--- src/rtl/char_plotter_pkg.sv ---
// Shared definitions for the hex glyph plotter.
// Holds the glyph geometry and the bus field widths.
// Holds the FSM state encoding and the default frame size.
// Holds the request record that is latched when a glyph is accepted.
package pixeltyper_pkg;

    localparam int GLYPH_W  = 5;
    localparam int GLYPH_H  = 7;
    localparam int CHAR_W   = 4;
    localparam int COLOUR_W = 3;
    localparam int X_W      = 8;
    localparam int Y_W      = 7;
    localparam int ROM_AW   = CHAR_W + 3;   // {char_code, row}

    localparam int DEF_SCREEN_W = 160;
    localparam int DEF_SCREEN_H = 120;

    typedef enum logic [1:0] {
        IDLE  = 2'd0,
        FETCH = 2'd1,
        PLOT  = 2'd2,
        DONE  = 2'd3
    } state_t;

    // Everything captured from the requester when a glyph is accepted.
    typedef struct packed {
        logic [CHAR_W-1:0]   char_code;
        logic [X_W-1:0]      x0;
        logic [Y_W-1:0]      y0;
        logic [COLOUR_W-1:0] colour;
    } glyph_req_t;

endpackage

--- src/rtl/char_plotter_if.sv ---
// Request/response bus between the word sequencer and char_plotter.
// The bus also carries the pixel stream that feeds vga_adapter.
//   start, char_code, x0, y0, colour : request from the sequencer
//   busy, done                       : handshake status from the plotter
//   vga_x, vga_y, vga_colour, vga_plot : pixel write to vga_adapter
// master = requester / pixel consumer side, slave = char_plotter.
interface char_plotter_if;
    import pixeltyper_pkg::*;

    logic                start;
    logic [CHAR_W-1:0]   char_code;
    logic [X_W-1:0]      x0;
    logic [Y_W-1:0]      y0;
    logic [COLOUR_W-1:0] colour;
    logic                busy;
    logic                done;
    logic [X_W-1:0]      vga_x;
    logic [Y_W-1:0]      vga_y;
    logic [COLOUR_W-1:0] vga_colour;
    logic                vga_plot;

    modport master (
        output start, char_code, x0, y0, colour,
        input  busy, done, vga_x, vga_y, vga_colour, vga_plot
    );

    modport slave (
        input  start, char_code, x0, y0, colour,
        output busy, done, vga_x, vga_y, vga_colour, vga_plot
    );

endinterface

--- src/rtl/char_plotter_glyph_rom.sv ---
// glyph_rom: the 5x7 hex font (0-F) as a synchronous-read ROM.
//   clk  : clock
//   addr : {char_code, row}; row 0 is the top row, and row 7 reads as blank
//   data : the 5 pixel bits of that row, registered (1-cycle latency);
//          bit 4 is the leftmost column
module glyph_rom
    import pixeltyper_pkg::*;
(
    input  logic              clk,
    input  logic [ROM_AW-1:0] addr,
    output logic [GLYPH_W-1:0] data
);

    logic [CHAR_W-1:0] char_sel;
    logic [2:0]        row_sel;
    // g[7] is the top row and g[0] is a blank pad.
    // The pad lets the unused row index 7 read as zero without a range check.
    logic [7:0][GLYPH_W-1:0] g;

    assign char_sel = addr[ROM_AW-1:3];
    assign row_sel  = addr[2:0];

    always_comb begin
        g = '0;
        case (char_sel)
            4'h0: g = {5'h0E, 5'h11, 5'h13, 5'h15, 5'h19, 5'h11, 5'h0E, 5'h00};
            4'h1: g = {5'h04, 5'h0C, 5'h04, 5'h04, 5'h04, 5'h04, 5'h0E, 5'h00};
            4'h2: g = {5'h0E, 5'h11, 5'h01, 5'h02, 5'h04, 5'h08, 5'h1F, 5'h00};
            4'h3: g = {5'h1F, 5'h02, 5'h04, 5'h02, 5'h01, 5'h11, 5'h0E, 5'h00};
            4'h4: g = {5'h02, 5'h06, 5'h0A, 5'h12, 5'h1F, 5'h02, 5'h02, 5'h00};
            4'h5: g = {5'h1F, 5'h10, 5'h1E, 5'h01, 5'h01, 5'h11, 5'h0E, 5'h00};
            4'h6: g = {5'h06, 5'h08, 5'h10, 5'h1E, 5'h11, 5'h11, 5'h0E, 5'h00};
            4'h7: g = {5'h1F, 5'h01, 5'h02, 5'h04, 5'h08, 5'h08, 5'h08, 5'h00};
            4'h8: g = {5'h0E, 5'h11, 5'h11, 5'h0E, 5'h11, 5'h11, 5'h0E, 5'h00};
            4'h9: g = {5'h0E, 5'h11, 5'h11, 5'h0F, 5'h01, 5'h02, 5'h0C, 5'h00};
            4'hA: g = {5'h0E, 5'h11, 5'h11, 5'h11, 5'h1F, 5'h11, 5'h11, 5'h00};
            4'hB: g = {5'h1E, 5'h11, 5'h11, 5'h1E, 5'h11, 5'h11, 5'h1E, 5'h00};
            4'hC: g = {5'h0E, 5'h11, 5'h10, 5'h10, 5'h10, 5'h11, 5'h0E, 5'h00};
            4'hD: g = {5'h1C, 5'h12, 5'h11, 5'h11, 5'h11, 5'h12, 5'h1C, 5'h00};
            4'hE: g = {5'h1F, 5'h10, 5'h10, 5'h1E, 5'h10, 5'h10, 5'h1F, 5'h00};
            4'hF: g = {5'h1F, 5'h10, 5'h10, 5'h1E, 5'h10, 5'h10, 5'h10, 5'h00};
            default: g = '0;
        endcase
    end

    always_ff @(posedge clk) begin
        data <= g[3'd7 - row_sel];
    end

endmodule

--- src/rtl/char_plotter.sv ---
// char_plotter: draws one 5x7 hex glyph into the frame buffer.
// It plots one pixel per clock and drives vga_adapter directly.
//   clk    : system clock
//   resetn : synchronous active-low reset
//   bus    : char_plotter_if.slave, which carries these signals:
//            start/char_code/x0/y0/colour are the request inputs
//            busy/done are the handshake outputs
//            vga_x/vga_y/vga_colour/vga_plot are the pixel outputs
// Each glyph row costs one FETCH cycle (ROM read) followed by five PLOT cycles.
// A glyph therefore takes a fixed 44 cycles from acceptance back to IDLE.
// Pixels that fall off the screen are suppressed, but they still take their
// cycle, so the timing does not depend on the glyph position.
module char_plotter
    import pixeltyper_pkg::*;
#(
    parameter int                  SCREEN_W  = DEF_SCREEN_W,
    parameter int                  SCREEN_H  = DEF_SCREEN_H,
    parameter bit                  DRAW_BG   = 1'b1,
    parameter logic [COLOUR_W-1:0] BG_COLOUR = 3'b000
)(
    input  logic          clk,
    input  logic          resetn,
    char_plotter_if.slave bus
);

    localparam logic [2:0]   COL_LAST = 3'(GLYPH_W - 1);
    localparam logic [2:0]   ROW_LAST = 3'(GLYPH_H - 1);
    localparam logic [X_W:0] X_LIM    = SCREEN_W[X_W:0];
    localparam logic [Y_W:0] Y_LIM    = SCREEN_H[Y_W:0];

    state_t              state, state_nxt;
    glyph_req_t          req_q;
    logic [2:0]          row_q, col_q;
    logic [GLYPH_W-1:0]  row_bits;

    // These registers hold the last pixel position and colour driven.
    // The outputs keep that pixel outside PLOT.
    logic [X_W-1:0]      x_q;
    logic [Y_W-1:0]      y_q;
    logic [COLOUR_W-1:0] c_q;

    // The coordinates carry one extra bit so that a glyph overhanging the
    // right or bottom edge is clipped rather than wrapping to column/row 0.
    logic [X_W:0]        px;
    logic [Y_W:0]        py;
    logic                pix_bit, in_bounds;
    logic [COLOUR_W-1:0] pix_colour;

    glyph_rom u_rom (
        .clk  (clk),
        .addr ({req_q.char_code, row_q}),
        .data (row_bits)
    );

    assign px         = {1'b0, req_q.x0} + {{(X_W-2){1'b0}}, col_q};
    assign py         = {1'b0, req_q.y0} + {{(Y_W-2){1'b0}}, row_q};
    assign pix_bit    = row_bits[COL_LAST - col_q];
    assign in_bounds  = (px < X_LIM) && (py < Y_LIM);
    assign pix_colour = pix_bit ? req_q.colour : BG_COLOUR;

    always_comb begin
        state_nxt = state;
        case (state)
            IDLE:    if (bus.start) state_nxt = FETCH;
            FETCH:   state_nxt = PLOT;
            PLOT:    if (col_q == COL_LAST)
                         state_nxt = (row_q == ROW_LAST) ? DONE : FETCH;
            DONE:    state_nxt = IDLE;
            default: state_nxt = IDLE;
        endcase
    end

    always_ff @(posedge clk) begin
        if (!resetn) begin
            state <= IDLE;
            req_q <= '0;
            row_q <= '0;
            col_q <= '0;
            x_q   <= '0;
            y_q   <= '0;
            c_q   <= '0;
        end else begin
            state <= state_nxt;
            case (state)
                IDLE: begin
                    if (bus.start) begin
                        req_q <= '{char_code: bus.char_code, x0: bus.x0,
                                   y0: bus.y0, colour: bus.colour};
                        row_q <= '0;
                    end
                end
                FETCH: col_q <= '0;
                PLOT: begin
                    x_q <= px[X_W-1:0];
                    y_q <= py[Y_W-1:0];
                    c_q <= pix_colour;
                    if (col_q == COL_LAST) begin
                        if (row_q != ROW_LAST) row_q <= row_q + 3'd1;
                    end else begin
                        col_q <= col_q + 3'd1;
                    end
                end
                default: ;
            endcase
        end
    end

    assign bus.busy       = (state != IDLE);
    assign bus.done       = (state == DONE);
    assign bus.vga_plot   = (state == PLOT) && in_bounds && (pix_bit || DRAW_BG);
    assign bus.vga_x      = (state == PLOT) ? px[X_W-1:0] : x_q;
    assign bus.vga_y      = (state == PLOT) ? py[Y_W-1:0] : y_q;
    assign bus.vga_colour = (state == PLOT) ? pix_colour  : c_q;

endmodule

--- src/flat_wrapper.sv ---
// flat-port wrapper written by rule: the top's interface ports become plain ports
module char_plotter_flat import pixeltyper_pkg::*;
#(
    parameter int                  SCREEN_W  = DEF_SCREEN_W,
    parameter int                  SCREEN_H  = DEF_SCREEN_H,
    parameter bit                  DRAW_BG   = 1'b1,
    parameter logic [COLOUR_W-1:0] BG_COLOUR = 3'b000
)
  (clk, resetn, bus_start, bus_char_code, bus_x0, bus_y0, bus_colour, bus_busy, bus_done, bus_vga_x, bus_vga_y, bus_vga_colour, bus_vga_plot);
  char_plotter_if bus_i ();
  input  logic clk;
  input  logic resetn;
  input wire logic [$bits(bus_i.start)-1:0] bus_start;
  input wire logic [$bits(bus_i.char_code)-1:0] bus_char_code;
  input wire logic [$bits(bus_i.x0)-1:0] bus_x0;
  input wire logic [$bits(bus_i.y0)-1:0] bus_y0;
  input wire logic [$bits(bus_i.colour)-1:0] bus_colour;
  output wire logic [$bits(bus_i.busy)-1:0] bus_busy;
  output wire logic [$bits(bus_i.done)-1:0] bus_done;
  output wire logic [$bits(bus_i.vga_x)-1:0] bus_vga_x;
  output wire logic [$bits(bus_i.vga_y)-1:0] bus_vga_y;
  output wire logic [$bits(bus_i.vga_colour)-1:0] bus_vga_colour;
  output wire logic [$bits(bus_i.vga_plot)-1:0] bus_vga_plot;
  assign bus_i.start = bus_start;
  assign bus_i.char_code = bus_char_code;
  assign bus_i.x0 = bus_x0;
  assign bus_i.y0 = bus_y0;
  assign bus_i.colour = bus_colour;
  assign bus_busy = bus_i.busy;
  assign bus_done = bus_i.done;
  assign bus_vga_x = bus_i.vga_x;
  assign bus_vga_y = bus_i.vga_y;
  assign bus_vga_colour = bus_i.vga_colour;
  assign bus_vga_plot = bus_i.vga_plot;
  char_plotter #(.SCREEN_W(SCREEN_W), .SCREEN_H(SCREEN_H), .DRAW_BG(DRAW_BG), .BG_COLOUR(BG_COLOUR)) u_core (.clk(clk), .resetn(resetn), .bus(bus_i));
endmodule
--- config.mk ---
export PLATFORM = sky130hd
export DESIGN_NAME = char_plotter_flat
export DESIGN_NICKNAME = d
export VERILOG_FILES = /design/src/rtl/char_plotter_pkg.sv /design/src/rtl/char_plotter_if.sv /design/src/rtl/char_plotter_glyph_rom.sv /design/src/rtl/char_plotter.sv /design/src/flat_wrapper.sv
export SDC_FILE = /design/constraint.sdc
export NUM_CORES = 1
export LEC_CHECK = 0
export CAP_MARGIN = 20
export CORE_UTILIZATION = 55
export CTS_BUF_LIST = sky130_fd_sc_hd__clkbuf_4 sky130_fd_sc_hd__clkbuf_8 sky130_fd_sc_hd__clkbuf_16
export DETAILED_ROUTE_END_ITERATION = 7
export PLACE_DENSITY_LB_ADDON = 0.2
export SYNTH_ARGS = -nofsm -noshare
export SYNTH_HDL_FRONTEND = slang
export SYNTH_HIERARCHICAL = 1
export SYNTH_SLANG_ARGS = --single-unit
--- constraint.sdc ---
create_clock -name clk -period 2.5 [get_ports clk]
set_input_delay 0.25 -clock clk [delete_from_list [all_inputs] [get_ports clk]]
set_output_delay 0.25 -clock clk [all_outputs]
set_load 0.01 [all_outputs]
; ---- Word level (Yosys, flattened, before mapping)
; Memories as Yosys holds them, arrays and structs flattened. A register that Yosys moved wholly into a read port is not among the register bits.
; Index checks and enable logic that the tools add are counted.
[classes]
addsub = 6
mul = 0
div = 0
n_lt_le_gt_ge = 4
n_eq_ne = 10
n_shift = 0
muxes = 20
bitwise_logic = 0
n_reduce_logical = 10
[ops]
columns = op, n
row1 = $mux W3, 6
row2 = $bmux W5 S3, 1
row3 = $pmux W3 S2, 2
row4 = $add A8 B3 Y9, 1
row5 = $lt A9 B8 Y1 const B, 1
row6 = $add A7 B3 Y8, 1
row7 = $lt A3 B4 Y1 const B, 2
row8 = $lt A8 B7 Y1 const B, 1
row9 = $mux W4, 2
row10 = $mux W8, 1
row11 = $pmux W2 S4, 1
row12 = $mux W7, 1
row13 = $add A3 B1 Y3 const B, 2
row14 = $eq A3 B3 Y1 const B, 2
row15 = $mux W2, 3
row16 = $reduce_and A2 Y1, 3
row17 = $reduce_bool A2 Y1, 3
row18 = $sub A3 B3 Y3 const A, 2
row19 = $mux W5, 1
row20 = $eq A2 B2 Y1 const B, 2
row21 = $ne A2 B1 Y1 const B, 2
row22 = $ne A2 B2 Y1 const B, 2
row23 = $reduce_and A4 Y1, 1
row24 = $bmux W1 S3, 1
row25 = 5 further kinds, 6
[word_totals]
ff_bits = 53
latch_bits = 0
ramBits = 0
romBits = 560
in_bits = 25
out_inout_bits = 21
wordCells = 62
mem_count = 1
[mem_list]
columns = memory, words, width, rd, rd_ports_with_merged_regs, write_ports, line
row1 = (name not given), 16, 35, 1, 1, 0, char_plotter_glyph_rom.sv:25  ; case (char_sel)

; ---- Logic depth before layout (Yosys ltp)
[logic_depth]
ltp_word = 5
ltp_mapped = 8
mapped_depth_nobuf = 7

; ---- By module
; Netlist, hierarchy kept.
[modules_own_cells]
columns = mod, n_inst, cells_per_inst, area_each_um2, seq_area_each_um2
row1 = char_plotter, 1, 311, 2484.9, 960.9
row2 = glyph_rom, 1, 147, 1194.9, 100.1

; ---- Least setup slack after synthesis
; OpenSTA, ideal clock, no wires.
[synth_path]
kind = flip-flop to output port
from = register u_core.col_q[0]
to = output port bus_vga_x[6]
arrival_time_ps = 1811
required_ps = 2250
setup_slack_ps = 439
path_stages_with_launch = 8
n_path_buf = 0
cell_sequence = dfxtp_1 -> ha_1 -> inv_1 -> fa_1 -> nor2b_1 -> o2111ai_1 -> xor2_1 -> a21oi_1
[synth_between]
elab_chain_len = 2
[synth_lines]
columns = element, line
row1 = from (decl), char_plotter.sv:33  ; logic [2:0] row_q, col_q;
row2 = from (signal assigned), char_plotter.sv:100  ; col_q <= col_q + 3'd1;
row3 = $add A8 B3 Y9, char_plotter.sv:55  ; assign px = {1'b0, req_q.x0} + {{(X_W-2){1'b0}}, col_q};
row4 = $mux W8, -
row5 = to (decl), flat_wrapper.sv:20  ; output wire logic [$bits(bus_i.vga_x)-1:0] bus_vga_x;
; No other way between the ends.

; ---- Final worst setup path
; Ends and elaborated chain as after synthesis.

==> flow_summary.toml <==
[clock_network]
clock_insertion_delay_worst_skew_ns = 0.31
cts_htree_levels = 2
path_clk_slew_ns = 0.09
tritoncts = "built"
clock-sinks = 53
tritoncts.num_buffers = 5
root_buffer = "clkbuf_8"
cts_buffer_depth = 2
cts.hold.buffers_added = 0

[floorplan]
design.core.area_sq_mm = 0.006386
die_area_sq_mm = 0.007022
die_w_um = 83.80
initial_cell_density_of_the_core_pct = 57.62
design.portCount = 46
die_height_um = 83.80
floorplan.rows = 29

[synthesis]
yosysWarningCount = 6
syn_area_per_cell_sq_um = 8.034
synth_sequential_area_ratio_pct = 28.83
syn_inst = 458
synthesis.area_sq_mm = 0.003680
synth-edff-count = 0
yosys_register_bits = 53
synth.lib_cells_used.distinct = 75
synth_top_flop_cell = "dfxtp_1"
postSynthNetCount = 507
async_reset_ff_share_pct = 0

[final_layout]
area_growth_pct = 22.37
drive_above_1_share_pct = 18.91
final_cell_count_no_fill = 590
layout.nets = 561
n_antenna_cell = 0

[routing]
avgViaCountPerCell = 6.073
drc = 0
detailedRoute.firstPassIterationCount = 5
antenna_left = 0
count_of_vias_placed_by_the_detailed_router = 3583
post_drt_wl_per_cell_um = 16.55
drt_first_iter_violations = 317
routed_wirelength_um = 9766

[place]
dp_hpwl_um = 6750
placed_cells = 573
post-place-ws_ns = -0.03761
gp_congestion = 0.9270
numPortBuffers = 45

[timing]
rsz_0062_raised_after_global_routing = "yes"
finalWorstSetupSlack_ns = 0.02294
fmax_ghz = 0.4037
max_slew.worst_pin.slew_ns = 0.6213
tns_setup_ns = 0
timing.max_slew.rel_slack_pct = 58.52
hold_viol_final = 0
fin_hold_ws_ns = 0.4696
report.final.slew_viol_count = 0
fin_skew_ns = 0.005630
min_period_over_period_pct = 99.08
setup_viol = 0
period_needed_ns = 2.477

[setup_path]
r2r.worst_path.cells = 6
timing.setup.critical_path_class = "register to output port"
worst-endpoint-required_ns = 2.25
critical_path.reg2reg.startpoint = "u_core/req_q[19]"
timing.critical_path.to_type = "output port"
regToRegSetupSlack_ns = 0.38
worst-endpoint-arrival_ns = 2.23
crit_path_start_kind = "register"
critical_path_peak_fanout = 3
worstReg2RegEnd = "u_core/u_rom/data[1]"

[global_route]
antenna_found_initial = 0
grt_first_pass_wirelength_um = 15830
grt_util_all_layers_pct = 27.94
globalRoute.totalOverflow = 0
grt_start_max_net_pins = 39
first_global_vias = 3204

[worst_hold_path]
hold-path-cell-count = 2
min-delay-path-class = "register to register"
holdPathEnd = "u_core/y_q[0]"
hold_path_startpoint = "u_core/y_q[0]"

[run_status]
status = "completed"

[run]
maxCapViolCount = 0

[power_and_ir_drop]
power.leakage_nw = 1.786
vdd_ir_drop_max_mv = 0.4057
powerDensity_mw_per_mm2 = 467.6
[final cells by class]
cell class	instances	area, sq um
multi-input cells	350	2406
fillers	516	1883
flip-flops and latches	53	1071
repair buffers	82	732.0
well taps	77	96.34
clock buffers	7	90.09
inverters	20	77.57
clock inverters	1	30.03
[through the flow]
stage | cell area, sq um | power (mW) | util (%)
after floorplan | 3680 | 1.306 | -
after global placement | 4229 | 1.485 | 66.22
after detailed placement | 4229 | 1.490 | 66.22
after CTS | 4395 | 2.098 | 68.83
after global routing | 4503 | 2.215 | 70.51
final | 4503 | 2.106 | 70.51
[cells in the mapped netlist, types with 10 or more instances]
cell	count	share of area, %
a211oi_1	10	2.0
buf_2	11	1.5
nand3_1	11	1.5
nor2_1	19	1.9
nand2_1	78	8.0
a21oi_1	48	6.5
dfxtp_1	53	29
ha_1	22	7.5
o21ai_0	12	1.6
and2_1	10	1.7
inv_1	15	1.5
[worst max path at each step]
stage / startpoint / end / slack [ns] / depth (start not counted)
after floorplan: u_core/col_q[0] / bus_vga_x[6] / 0.44 / 7
after global placement: u_core/col_q[0] / bus_vga_x[6] / 0.03 / 8
after detailed placement: u_core/col_q[0] / bus_vga_x[6] / -0.04 / 8
after CTS: u_core/col_q[1] / bus_vga_colour[2] / -0.02 / 9
after global routing: u_core/col_q[0] / bus_vga_x[6] / -0.09 / 10
final: u_core/col_q[0] / bus_vga_x[6] / 0.02 / 10
[cells in the final DEF (no fill, tap or decap), drive strengths merged, types with 4 or more instances in the layout]
cell,instances
o2111ai,5
a31oi,7
buf,39
clkbuf,12
nand3,11
clkdlybuf4s50,30
dfxtp,53
and2,10
mux2i,9
nand2,78
nand3b,4
nor2,19
and3,4
ha,22
nor2b,10
xor2,7
o21ai,23
inv,20
dlymetal6s2s,5
o211ai,8
nor3,9
xnor2,4
a211oi,11
a21oi,48
nand2b,7
[metal layers]
| metal | share of wire, % | global-route usage, % | vias up |
|---|---|---|---|
| li1 | - | - | 1731 |
| met1 | 46 | 40.79 | 1667 |
| met2 | 44 | 41.61 | 172 |
| met3 | 8.2 | 5.341 | 13 |
| met4 | 1.7 | 8.166 | 0 |
| met5 | 0 | 0 | - |
[power by group]
group,switching [mW],internal (mW)
clock,0.278,0.338
sequential,0.0551,0.895
combinational,0.293,0.248
[state kept, by name, summed over array words and instances, names as in the netlist]
name / count
u_core/x_q: 8
u_core/req_q: 22
u_core/y_q: 7
u_core/col_q: 3
u_core/c_q: 3
u_core/state: 2
u_core/row_q: 3
u_core/u_rom/data: 5
[cells by family (layout without fill, tap and decap cells)]
group	count (synthesis)	count (layout)	share of synthesized area, %
fa+ha+maj	24	24	8.568
simple gates	169	169	23.46
mux	12	12	3.774
xor+xnor	11	11	2.618
flops	53	53	28.83
buf+inv	55	110	8.432
compound gates	134	134	24.31
[what timing repair did]
action	4_1_cts	5_1_grt
pin swaps	1	9
endpoints found under the setup margin	13	13
hold endpoints to repair	0	0
buffers inserted	3	6
resized for setup	28	33
[critical path: stages (launching register included)]
cell,delay [ns]
dfxtp_4,0.38
ha_4,0.14
inv_2,0.04
fa_2,0.42
nor2b_4,0.14
buf_6,0.11
buf_4,0.10
o2111ai_2,0.11
xor2_1,0.20
a21oi_1,0.14
buf_2,0.15
No activity file was read; power rests on OpenSTA's default activity.
